`src/rtl/lpddr2_pkg.sv`:
```
// rtl/lpddr2_pkg.sv - shared types and constants for the LPDDR2 CPU-port responder
package lpddr2_pkg;

  typedef enum logic [2:0] {
    ST_INIT,
    ST_IDLE,
    ST_WR,
    ST_RD,
    ST_RDW,
    ST_DONE
  } state_e;

  localparam int DEF_ADDR_W  = 27;
  localparam int DEF_DATA_W  = 32;
  localparam int DEF_TIMEOUT = 1023;

  // Returned to the CPU when the controller never answers.
  localparam logic [31:0] ERR_DATA = 32'hDEAD_BEEF;

endpackage

```
`src/rtl/lpddr2_hit_reg.sv`:
```
// rtl/lpddr2_hit_reg.sv - one-entry read-hit register with fill, write-through and invalidate
module lpddr2_hit_reg import lpddr2_pkg::*; #(
  parameter int ADDR_W = DEF_ADDR_W,
  parameter int DATA_W = DEF_DATA_W
) (
  input  logic              clk_i,
  input  logic              rst_i,
  input  logic [ADDR_W-1:0] lookup_addr_i,
  input  logic              fill_en_i,
  input  logic [ADDR_W-1:0] fill_addr_i,
  input  logic [DATA_W-1:0] fill_data_i,
  input  logic              wt_en_i,
  input  logic [ADDR_W-1:0] wt_addr_i,
  input  logic [DATA_W-1:0] wt_data_i,
  output logic              hit_o,
  output logic [DATA_W-1:0] hit_data_o
);

  logic              valid_q;
  logic [ADDR_W-1:0] addr_q;
  logic [DATA_W-1:0] data_q;

  // Fill on a completed read; a write to the cached word refreshes its data so later hits stay coherent.
  always_ff @(posedge clk_i) begin
    if (rst_i) begin
      valid_q <= 1'b0;
      addr_q  <= '0;
      data_q  <= '0;
    end else if (fill_en_i) begin
      valid_q <= 1'b1;
      addr_q  <= fill_addr_i;
      data_q  <= fill_data_i;
    end else if (wt_en_i && valid_q && (wt_addr_i == addr_q)) begin
      data_q  <= wt_data_i;
    end
  end

  assign hit_o      = valid_q && (lookup_addr_i == addr_q);
  assign hit_data_o = data_q;

endmodule

```
`src/rtl/lpddr2_responder.sv`:
```
// rtl/lpddr2_responder.sv - CPU memory port to single-beat Avalon-MM LPDDR2 bridge with stall
module lpddr2_responder import lpddr2_pkg::*; #(
  parameter int ADDR_W  = DEF_ADDR_W,
  parameter int DATA_W  = DEF_DATA_W,
  parameter int TIMEOUT = DEF_TIMEOUT
) (
  input  logic                clk,
  input  logic                rst,
  input  logic [ADDR_W-1:0]   address,
  input  logic [DATA_W-1:0]   write_data,
  input  logic                read_req,
  input  logic                write_req,
  output logic [DATA_W-1:0]   read_data,
  output logic                stall,
  output logic                err,
  input  logic                avl_ready,
  output logic [ADDR_W-1:0]   avl_address,
  output logic [DATA_W-1:0]   avl_writedata,
  output logic [DATA_W/8-1:0] avl_byteenable,
  output logic                avl_burstcount,
  output logic                avl_read,
  output logic                avl_write,
  input  logic                avl_waitrequest,
  input  logic [DATA_W-1:0]   avl_readdata,
  input  logic                avl_readdatavalid
);

  localparam int              CNT_W    = $clog2(TIMEOUT + 1);
  localparam logic [CNT_W-1:0] CNT_LAST = CNT_W'(TIMEOUT - 1);

  state_e            state_q, state_d;
  logic [CNT_W-1:0]  cnt_q;
  logic [ADDR_W-1:0] addr_q;
  logic [DATA_W-1:0] wdata_q, rdata_q;
  logic              err_q, avl_read_q, avl_write_q;
  logic              hit;
  logic [DATA_W-1:0] hit_data;

  logic in_xfer, timeout, wr_accept, rd_accept, rd_capture, to_err;
  logic start_wr, start_rd;

  assign in_xfer    = (state_q == ST_WR) || (state_q == ST_RD) || (state_q == ST_RDW);
  // The counter starts at 0 on entry, so this fires on the TIMEOUT-th cycle spent waiting.
  assign timeout    = in_xfer && (cnt_q == CNT_LAST);
  assign wr_accept  = (state_q == ST_WR) && !avl_waitrequest;
  assign rd_accept  = (state_q == ST_RD) && !avl_waitrequest;
  assign rd_capture = avl_readdatavalid && ((state_q == ST_RDW) || rd_accept);
  // A real completion on the last allowed cycle beats the timeout.
  assign to_err     = timeout && !wr_accept && !rd_capture;
  assign start_wr   = (state_q == ST_IDLE) && write_req;
  assign start_rd   = (state_q == ST_IDLE) && !write_req && read_req && !hit;

  lpddr2_hit_reg #(.ADDR_W(ADDR_W), .DATA_W(DATA_W)) u_hit (
    .clk_i         (clk),
    .rst_i         (rst),
    .lookup_addr_i (address),
    .fill_en_i     (rd_capture),
    .fill_addr_i   (addr_q),
    .fill_data_i   (avl_readdata),
    .wt_en_i       (wr_accept),
    .wt_addr_i     (addr_q),
    .wt_data_i     (wdata_q),
    .hit_o         (hit),
    .hit_data_o    (hit_data)
  );

  // State register.
  always_ff @(posedge clk) begin
    if (rst) state_q <= ST_INIT;
    else     state_q <= state_d;
  end

  // Next-state decode.
  always_comb begin
    state_d = state_q;
    case (state_q)
      ST_INIT: if (avl_ready) state_d = ST_IDLE;
      ST_IDLE: begin
        if (start_wr)      state_d = ST_WR;
        else if (start_rd) state_d = ST_RD;
      end
      ST_WR:   if (wr_accept || timeout) state_d = ST_DONE;
      ST_RD: begin
        if (rd_capture || timeout) state_d = ST_DONE;
        else if (rd_accept)        state_d = ST_RDW;
      end
      ST_RDW:  if (rd_capture || timeout) state_d = ST_DONE;
      ST_DONE: state_d = ST_IDLE;
      default: state_d = ST_INIT;
    endcase
  end

  // CPU-facing outputs: stall everywhere except DONE and an idle cycle with nothing to fetch.
  always_comb begin
    stall     = !((state_q == ST_DONE) || ((state_q == ST_IDLE) && !start_wr && !start_rd));
    read_data = ((state_q == ST_IDLE) && hit) ? hit_data : rdata_q;
  end

  // Datapath: request latch, timeout counter, registered Avalon strobes and response capture.
  always_ff @(posedge clk) begin
    if (rst) begin
      cnt_q       <= '0;
      addr_q      <= '0;
      wdata_q     <= '0;
      rdata_q     <= '0;
      err_q       <= 1'b0;
      avl_read_q  <= 1'b0;
      avl_write_q <= 1'b0;
    end else begin
      avl_read_q  <= (state_d == ST_RD);
      avl_write_q <= (state_d == ST_WR);
      if (start_wr || start_rd) begin
        cnt_q  <= '0;
        addr_q <= address;
      end else if (in_xfer) begin
        cnt_q  <= cnt_q + 1'b1;
      end
      if (start_wr) wdata_q <= write_data;
      if (rd_capture) begin
        rdata_q <= avl_readdata;
      end else if (to_err) begin
        rdata_q <= DATA_W'(ERR_DATA);
        err_q   <= 1'b1;
      end
    end
  end

  assign err            = err_q;
  assign avl_read       = avl_read_q;
  assign avl_write      = avl_write_q;
  assign avl_address    = addr_q;
  assign avl_writedata  = wdata_q;
  assign avl_byteenable = '1;
  assign avl_burstcount = 1'b1;

endmodule

```
`config.mk`:
```
export PLATFORM = sky130hd
export DESIGN_NAME = lpddr2_responder
export DESIGN_NICKNAME = d
export VERILOG_FILES = /design/src/rtl/lpddr2_pkg.sv /design/src/rtl/lpddr2_hit_reg.sv /design/src/rtl/lpddr2_responder.sv
export SDC_FILE = /design/constraint.sdc
export NUM_CORES = 1
export LEC_CHECK = 0
export ABC_AREA = 1
export CAP_MARGIN = 30
export CORE_ASPECT_RATIO = 1.2
export CORE_MARGIN = 3
export CORE_UTILIZATION = 45
export CTS_BUF_LIST = sky130_fd_sc_hd__clkbuf_16
export DETAILED_ROUTE_END_ITERATION = 8
export DONT_BUFFER_PORTS = 1
export HOLD_SLACK_MARGIN = 0.15
export MAX_ROUTING_LAYER = met4
export PLACE_DENSITY = 0.6
export SLEW_MARGIN = 0
export SYNTH_ARGS = -nofsm -noshare
export SYNTH_HDL_FRONTEND = slang
export SYNTH_SLANG_ARGS = --single-unit
```
`constraint.sdc`:
```
create_clock -name clk -period 3.9 [get_ports clk]
set_input_delay 0.78 -clock clk [delete_from_list [all_inputs] [get_ports clk]]
set_output_delay 0.78 -clock clk [all_outputs]
set_load 0.005 [all_outputs]
```
* Word-level counts from Yosys, hierarchy flattened
Cells that the tools add are included.
Storage, ports and cells: register bits 167, latch bits 0, RAM bits 0, bits in read-only memories 0, input bits 98, output and inout bits 100, word-level logic and storage cells 72, memories kept 0
Operators by class: add/subtract/negate cells 1, multiply operators 0, div/mod/pow operators 0, order comparisons 0, equal/unequal tests 10, shift-type cells 0, muxes and demuxes 13, bitwise gates (word level) 1, reductions and logical operators 36
Operator list (number):
- 32-bit two-way mux | 5
- 27-bit equality test | 2
- 3-bit two-way mux | 7
- 3-bit one-hot mux with 6 select lines | 1
- 1-bit logical AND | 16
- 3-bit by 2-bit equality test with 1-bit output, second input constant | 4
- 10-bit by 1-bit adder with 10-bit output, second input constant | 1
- 10-bit equality test, second input constant | 1
- 1-bit logical NOT | 8
- 1-bit logical OR | 7
- 3-bit equality test, second input constant | 2
- 2-bit nonzero test | 2
- 3-bit by 1-bit equality test with 1-bit output, second input constant | 1
- 3-bit logical NOT | 1
- 2-bit AND reduction | 1
- 2-bit OR reduction | 1
- 1-bit inverter | 1

* Logic depth before layout (Yosys ltp)
Gate-level depths: netlist of the first run.
depth after elaboration 8, mapped depth 15, depth with buffers taken out 13

* By module
From an unflattened synthesis of the first run, not the netlist that was laid out.
Second synthesis, totals: cells, all modules 1277, area total of the unflattened synthesis 8587.0 um^2
Modules (own cells, without submodules):
- lpddr2_responder | instances 1, cells an instance 600, area each 4759.6 um^2, seq. area each 2142.1 um^2
- lpddr2_hit_reg | instances 1, cells an instance 677, area each 3827.4 um^2, seq. area each 1201.2 um^2

* Least setup slack after synthesis of the first run
Ideal clock, no wire load.
path kind input-to-output, start in address[4], end out read_data[23], arrival 1.784 ns, data required time 3.120 ns, setup slack 1.336 ns, stages on the path 10, buffers on the path 1, cell sequence xnor2_1 > nand2_1 > nor2_1 > nand2_1 > nor2_1 > nand2_1 > nor2_4 > buf_2 > nand2_1 > o21a_1
Between the ends: longest elaborated chain between the ends 4
RTL lines:
- start: declaration | line lpddr2_responder.sv:9 | input logic [ADDR_W-1:0] address,
- 27-bit equality test | line lpddr2_hit_reg.sv:38 | assign hit_o = valid_q && (lookup_addr_i == addr_q);
- 1-bit logical AND | line lpddr2_hit_reg.sv:38
- 1-bit logical AND | line lpddr2_responder.sv:96 | read_data = ((state_q == ST_IDLE) && hit) ? hit_data : rdata_q;
- 32-bit two-way mux | line lpddr2_responder.sv:96
- end: declaration | line lpddr2_responder.sv:13 | output logic [DATA_W-1:0] read_data,
No other way between the ends.

* Final worst setup path of the first run
start reg u_hit.addr_q[4], end out read_data[18]
Between the ends: longest elaborated chain between the ends 4
RTL lines:
- start: declaration | line lpddr2_hit_reg.sv:20 | logic [ADDR_W-1:0] addr_q;
- start signal: assignment | line lpddr2_hit_reg.sv:31 | addr_q <= fill_addr_i;
- 27-bit equality test | line lpddr2_hit_reg.sv:38
- 1-bit logical AND | line lpddr2_hit_reg.sv:38
- 1-bit logical AND | line lpddr2_responder.sv:96
- 32-bit two-way mux | line lpddr2_responder.sv:96
No other way between the ends.

==> results of run 1 <==
-- sequential cells by signal, summed over array words and instances (netlist names) --
register,count
avl_writedata,32
rdata_q,32
u_hit.hit_data_o,32
avl_address,27
u_hit.addr_q,27
cnt_q,10
state_q,3
avl_read,1
avl_write,1
err,1
u_hit.valid_q,1
-- stage by stage --
step           std cells  utilization (%)  hold WS, ns
2_1_floorplan       1242                -        0.440
3_3_place_gp        1399             46.2        0.450
3_5_place_dp        1399             46.2        0.453
4_1_cts             1431             49.7        0.403
5_1_grt             1432             49.7        0.402
6_report            1432             49.7        0.423
-- synthesized netlist by cell type, types with 2 or more instances --
cell	number
nand2_1	301
buf_4	12
nor2_4	3
inv_1	186
nor2_2	3
o21ai_1	18
nand2_4	2
buf_2	16
ha_1	2
clkbuf_1	27
o21a_1	32
nand3_1	40
nand3_2	3
nor2_1	133
dfxtp_1	167
a21oi_1	126
xnor2_1	8
inv_2	8
nor3_1	3
or2_2	2
o21ai_0	103
buf_6	9
buf_1	4
xor2_1	8
nand2_2	2
nand4_1	12
-- per-layer routing --
metal / share of wire [%] / vias to the layer above / track usage, %
li1: - / 3768 / -
met3: 7.8 / 36 / 7.09
met5: 0 / - / -
met2: 48 / 196 / 37.5
met4: 2.8 / 0 / 9.05
met1: 42 / 3183 / 25.2
-- worst max path at each step --
| stage | start | end | slack [ns] | cells after the start |
|---|---|---|---|---|
| 5_1_grt | u_hit.addr_q[11] | read_data[29] | 0.68 | 13 |
| 2_1_floorplan | address[4] | read_data[23] | 1.34 | 10 |
| 3_3_place_gp | address[12] | read_data[26] | 1.00 | 10 |
| 6_report | u_hit.addr_q[4] | read_data[18] | 0.94 | 10 |
| 3_5_place_dp | address[12] | read_data[18] | 0.96 | 10 |
| 4_1_cts | u_hit.addr_q[11] | read_data[18] | 0.90 | 13 |
-- worst register-to-register path: cells and delay by family, from the launching register on --
family,cells,cell delay (ns)
compound gates,1,0.13
buf+inv,2,0.74
flops,1,0.43
simple gates,9,1.16
-- power by group --
| group | internal, W | switching (W) | total (W) |
|---|---|---|---|
| registers | 0.00178 | 0.0000684 | 0.00184 |
| logic | 0.000125 | 0.000224 | 0.000349 |
| clock network | 0.00102 | 0.000742 | 0.00177 |
| total | 0.00292 | 0.00103 | 0.00396 |
-- cell families (layout without fill, tap and decap cells) --
logic type / count (synthesis) / in the layout / share of synthesized area (%)
other cells: 1 / 6 / 0.0456
compound gates: 280 / 280 / 18.0
flops: 167 / 167 / 40.7
simple gates: 507 / 507 / 25.3
buf+inv: 265 / 234 / 13.9
xor+xnor: 16 / 16 / 1.70
fa+ha+maj: 2 / 2 / 0.304
-- cell type report --
cell class / instances / area, um2
diodes: 1 / 2.50
flip-flops and latches: 167 / 3340
inverters: 195 / 737
repair buffers: 7 / 77.6
clock buffers: 17 / 425
multi-input cells: 810 / 3750
well taps: 220 / 275
fillers: 1843 / 8900
clock inverters: 15 / 189
==> metrics.md, run 1 <==
| Metric | Value |
|---|---|
| Via count | `7183` |
| Post CTS Setup Buffer Count | `0` |
| Tightest Pin Transition | `0.812 ns` |
| Core area | `0.0177 mm2` |
| Pre-antenna DRT Iters | `4` |
| Worst Path Buf+Inv | `1` |
| Max-cap viol count | `0` |
| Post-route design area | `0.00880 mm2` |
| GPL Wtd Cong | `0.854` |
| Die Wd | `129 um` |
| Routed WL | `21900 um` |
| Power Density | `450 mW/mm2` |
| CP endpoint kind | `primary output` |
| Synth Instances | `1238` |
| Slew Limit Fails | `0` |
| First-pass GRT wire length | `34900 um` |
| Most used cell along the critical path | `nand2_1` |
| Antenna viol nets, final | `0` |
| Clock Path Buffers | `2` |
| Synth Register Bits | `167` |
| Slew HR | `45.8%` |
| Clock buffer count from CTS | `17` |
| Post-cts sizing count | `0` |
| Worst Slack Setup Final | `0.936 ns` |
| Yosys warns | `0` |
| Cell area after synthesis | `0.00822 mm2` |
| Most common cell after layout, fill and taps aside | `nand2_1` |
| R2r setup slk | `1.39 ns` |
| Static leakage | `3.55 nW` |
| Tmin final | `2.96 ns` |
| Worst Hold Path Cells | `1` |
| Share of layout cells above drive strength 1 | `5.45%` |
| GRT Residual Overflow | `0` |
| DR iter-0 viols | `456` |
| TNS Setup | `0 ns` |
| Residual DRC | `0` |
| Top post-synthesis cells by area | `dfxtp_1, nand2_1, inv_1, a21oi_1, o21ai_0` |
| Clock sinks | `167` |
| Most frequent cells in the layout | `nand2_1, inv_1, dfxtp_1` |
| Setup violators final | `0` |
| Reg-to-reg endpoint | `u_hit.hit_data_o[22]` |
| Status | `finished clean` |
| Max rail drop VDD | `0.263 mV` |
| Hold Path Origin | `rst` |
| Maximum clock rate | `0.337 GHz` |
| GRT Total Usage | `22.7%` |
| Std-Cell Rows | `53` |
| Vias in the first global route | `6872` |
| Cells along the critical path | `xnor2_1 > nand2_1 > nor2_1 > nand2_1 > nor2_1 > nand2_1 > nor2_4 > buf_12 > nand2_1 > o21a_1` |
| CTS root buffer | `clkbuf_16` |
| Detailed-route wire length per cell | `15.3 um` |
| Placed cell area | `0.00819 mm2` |
| Largest net degree at the start of global routing | `76` |
| Insertion delay to the later sink of the worst-skew pair | `0.43 ns` |
| Critical path arrival | `2.18 ns` |
| WP data required | `3.12 ns` |
| Crit-path max FO | `64` |
| Number of buffers added on ports | `0` |
| Power Total | `0.00396 W` |
| Yosys cell types | `34` |
| H-tree levels | `4` |
| Synth Area per Inst | `6.64 um2` |
| Hold Path Sink | `u_hit.valid_q` |
| RSZ-0062 raised after global routing | `false` |
| Fin crit share | `76.0%` |
| Via density | `5.02` |
| Die Y | `154 um` |
| Sequential area share after synthesis | `40.7%` |
| Starting Density | `46.4%` |
| Hold buffers post-CTS | `0` |
| Register-to-Register Path Depth | `12` |
| Most used DFF post-synth | `dfxtp_1` |
| Nets@finish | `1298` |
| I/O pin total | `198` |
| CP delay by family, top | `simple AND/OR/NAND/NOR gates` |
| Final Hold Vio Count | `0` |
| Largest area contributor in the netlist | `dfxtp_1` |
| Crit Path Category | `register to primary output` |
| DP HPWL | `14900 um` |
| TritonCTS clock tree | `built` |
| Final Skew | `0.0129 ns` |
| Clock slew at reported path FFs | `0.07 ns` |
| Die area | `0.0199 mm2` |
| Slowest cell delay on critical path | `0.40 ns` |
| Startpoint types | `register` |
| Share of the synthesized area in the top cell type | `40.7%` |
| HP Class | `input port to register` |
| Number of synthesized flops with an enable pin | `0` |
| Initial antenna violation count | `1` |
| Slowest CP cell | `dfxtp_1` |
| RR Startpoint | `state_q[1]` |
| Asr flop ratio synth | `0%` |
| Area delta synth->final | `7.08%` |
| Pre-CTS WS | `0.959 ns` |
(Power assumes the default switching activity.)
==> inputs of run 2 (changes only) <==
--- a/config.mk
+++ b/config.mk
@@ -15,7 +15,7 @@
 export DONT_BUFFER_PORTS = 1
 export HOLD_SLACK_MARGIN = 0.15
 export MAX_ROUTING_LAYER = met4
-export PLACE_DENSITY = 0.6
+export PLACE_DENSITY = 0.62
 export SLEW_MARGIN = 0
 export SYNTH_ARGS = -nofsm -noshare
 export SYNTH_HDL_FRONTEND = slang
==> constraint.sdc (replaced) <==
create_clock -name clk -period 2.4 [get_ports clk]
set_input_delay 0.48 -clock clk [delete_from_list [all_inputs] [get_ports clk]]
set_output_delay 0.48 -clock clk [all_outputs]
set_load 0.005 [all_outputs]
==> run 2 against run 1 <==
The flow now finishes with violations (negative setup slack). Register-to-register slack worse by 1.0 ns. Worst hold slack got worse by 0.23 ns. Design area increased by 6.0%. Largest cell class unchanged.
==> metrics.md, run 2 (synthesis results as in run 1) <==
| Metric | Value |
|---|---|
| Status | `finished with violations` |
| Failing checks | `negative setup slack` |
| Worst Slack Setup Final | `-0.245 ns` |
| Multi-input gate area | `0.00384 mm2` |
| Worst Path Buf+Inv | `3` |
| Insertion delay to the later sink of the worst-skew pair | `0.42 ns` |
| Setup violators final | `32` |
| Startpoint types | `register` |
| Power Density | `718 mW/mm2` |
| Starting Density | `46.4%` |
| TNS Setup | `-6.82 ns` |
| Slowest cell delay on critical path | `0.33 ns` |
| Crit-path max FO | `6` |
| CP endpoint kind | `primary output` |
| Clock buffer count from CTS | `17` |
| Via density | `5.14` |
| FF+latch area | `0.00336 mm2` |
| Static leakage | `3.77 nW` |
| Core area | `0.0177 mm2` |
| Routed WL | `23000 um` |
| Slew Limit Fails | `0` |
| GPL Wtd Cong | `0.832` |
| Crit Path Category | `register to primary output` |
| Most used cell along the critical path | `nand2_1` |
| Clock sinks | `167` |
| Initial antenna violation count | `1` |
| GRT Residual Overflow | `0` |
| Most frequent cells in the layout | `nand2_1, inv_1, dfxtp_1` |
| Number of buffers added on ports | `0` |
| CTS root buffer | `clkbuf_16` |
| Pre-antenna DRT Iters | `5` |
| Fin crit share | `110%` |
| Area delta synth->final | `13.5%` |
| Cells along the critical path | `inv_1 > nand2_1 > nand2_1 > nand2_1 > nor2_2 > nand2_1 > nor2_2 > nand2_2 > nor2_4 > buf_6 > buf_6 > nand2_1 > o21a_1` |
| H-tree levels | `4` |
| Die area | `0.0199 mm2` |
| DP HPWL | `14800 um` |
| GRT Total Usage | `22.7%` |
| Die Wd | `129 um` |
| WP data required | `1.92 ns` |
| Fin Hold WS | `0.189 ns` |
| Clock Path Buffers | `2` |
| Vias in the first global route | `6815` |
| TritonCTS clock tree | `built` |
| Placed Instances | `1406` |
| Nets@finish | `1321` |
| Die Y | `154 um` |
| Finished Layout Cells | `1455` |
| Tightest Pin Transition | `0.531 ns` |
| DR iter-0 viols | `468` |
| Std-Cell Rows | `53` |
| Maximum clock rate | `0.378 GHz` |
| Slew HR | `64.6%` |
| Residual DRC | `0` |
| Clock slew at reported path FFs | `0.07 ns` |
| Final Skew | `0.0106 ns` |
| RSZ-0062 raised after global routing | `true` |
| Share of layout cells above drive strength 1 | `10.8%` |
| Largest net degree at the start of global routing | `75` |
| Final Hold Vio Count | `0` |
| Slowest CP cell | `dfxtp_1` |
| Via count | `7485` |
| Detailed-route wire length per cell | `15.8 um` |
| Critical path arrival | `2.17 ns` |
| Most common cell after layout, fill and taps aside | `nand2_1` |
| Antenna viol nets, final | `0` |
| Max-cap viol count | `0` |
| First-pass GRT wire length | `35200 um` |
| HP Class | `input port to register` |
| I/O pin total | `198` |
| Tmin final | `2.65 ns` |
| Filler cell count | `1731` |
| CP delay by family, top | `simple AND/OR/NAND/NOR gates` |
| Fin util | `52.7%` |
| Max rail drop VDD | `0.459 mV` |
==> run 2: worst reg2reg max path, stage by stage (launching register included) <==
cell     delay (ns)
dfxtp_1        0.34
inv_1          0.09
ha_1           0.16
nand3_1        0.07
nor3_1         0.18
nand3_2        0.18
nor2_4         0.42
buf_4          0.28
o21ai_0        0.09
a21oi_1        0.16
==> run 2: metal layers <==
layer  track usage [%]  wire [um]  share of wire [%]
met1              27.0       9600                 42
met2              37.1      11200                 49
met3              6.25       1690                7.3
met4              7.25        553                2.4
met5                 -          0                  0
==> run 2: through the flow <==
| step | power (W) | setup slack, ns | area (um2) |
|---|---|---|---|
| finish | 0.00670 | -0.245 | 9330 |
| detailed placement | 0.00364 | 0.138 | 8300 |
| global placement | 0.00363 | 0.168 | 8300 |
| global route | 0.00697 | -0.397 | 9330 |
| floorplan | 0.00350 | 0.436 | 8240 |
| CTS | 0.00675 | -0.194 | 9190 |
==> run 2: path summary, 6_finish.rpt <==
path | end | startpoint | slack (ns) | cells past startpoint
setup reg to reg | rdata_q[19] | cnt_q[0] | 0.38 | 9
hold reg to reg | rdata_q[4] | rdata_q[4] | 0.47 | 2
hold / removal | avl_address[16] | address[16] | 0.19 | 2
setup / recovery | read_data[26] | u_hit.addr_q[20] | -0.25 | 13
==> run 2: report_power, final <==
group	switching [W]	total, W	leakage (nW)	internal (W)
clock network	0.00123	0.00311	0.323	0.00188
registers	0.000109	0.00299	1.36	0.00288
logic	0.000385	0.000603	2.09	0.000218
total	0.00172	0.00670	3.77	0.00498
==> run 2: final cells by class <==
cell class	count	share of cell area (%)
Clock buffer	17	4.56
Multi-Input combinational cell	810	41.2
Antenna cell	1	0.0268
Clock inverter	15	2.55
Inverter	195	7.90
Timing Repair Buffer	30	4.84
Tap cell	220	2.95
Sequential cell	167	36.0
==> run 2: what timing repair did <==
action | CTS | global route
buffers inserted | 7 | 2
hold endpoints to repair | 35 | 0
endpoints found under the setup margin | 33 | 33
resized for setup | 27 | 28
hold buffers | 1 | 0
pin swaps | 2 | 11
cloned | 3 | 3
==> inputs of run 3 (changes only) <==
--- a/config.mk
+++ b/config.mk
@@ -11,6 +11,7 @@
 export CORE_MARGIN = 3
 export CORE_UTILIZATION = 45
 export CTS_BUF_LIST = sky130_fd_sc_hd__clkbuf_16
+export CTS_CLUSTER_DIAMETER = 100
 export DETAILED_ROUTE_END_ITERATION = 8
 export DONT_BUFFER_PORTS = 1
 export HOLD_SLACK_MARGIN = 0.15
==> results of run 3 <==
The final DEF is identical to that of run 2; final timing and power are the same.
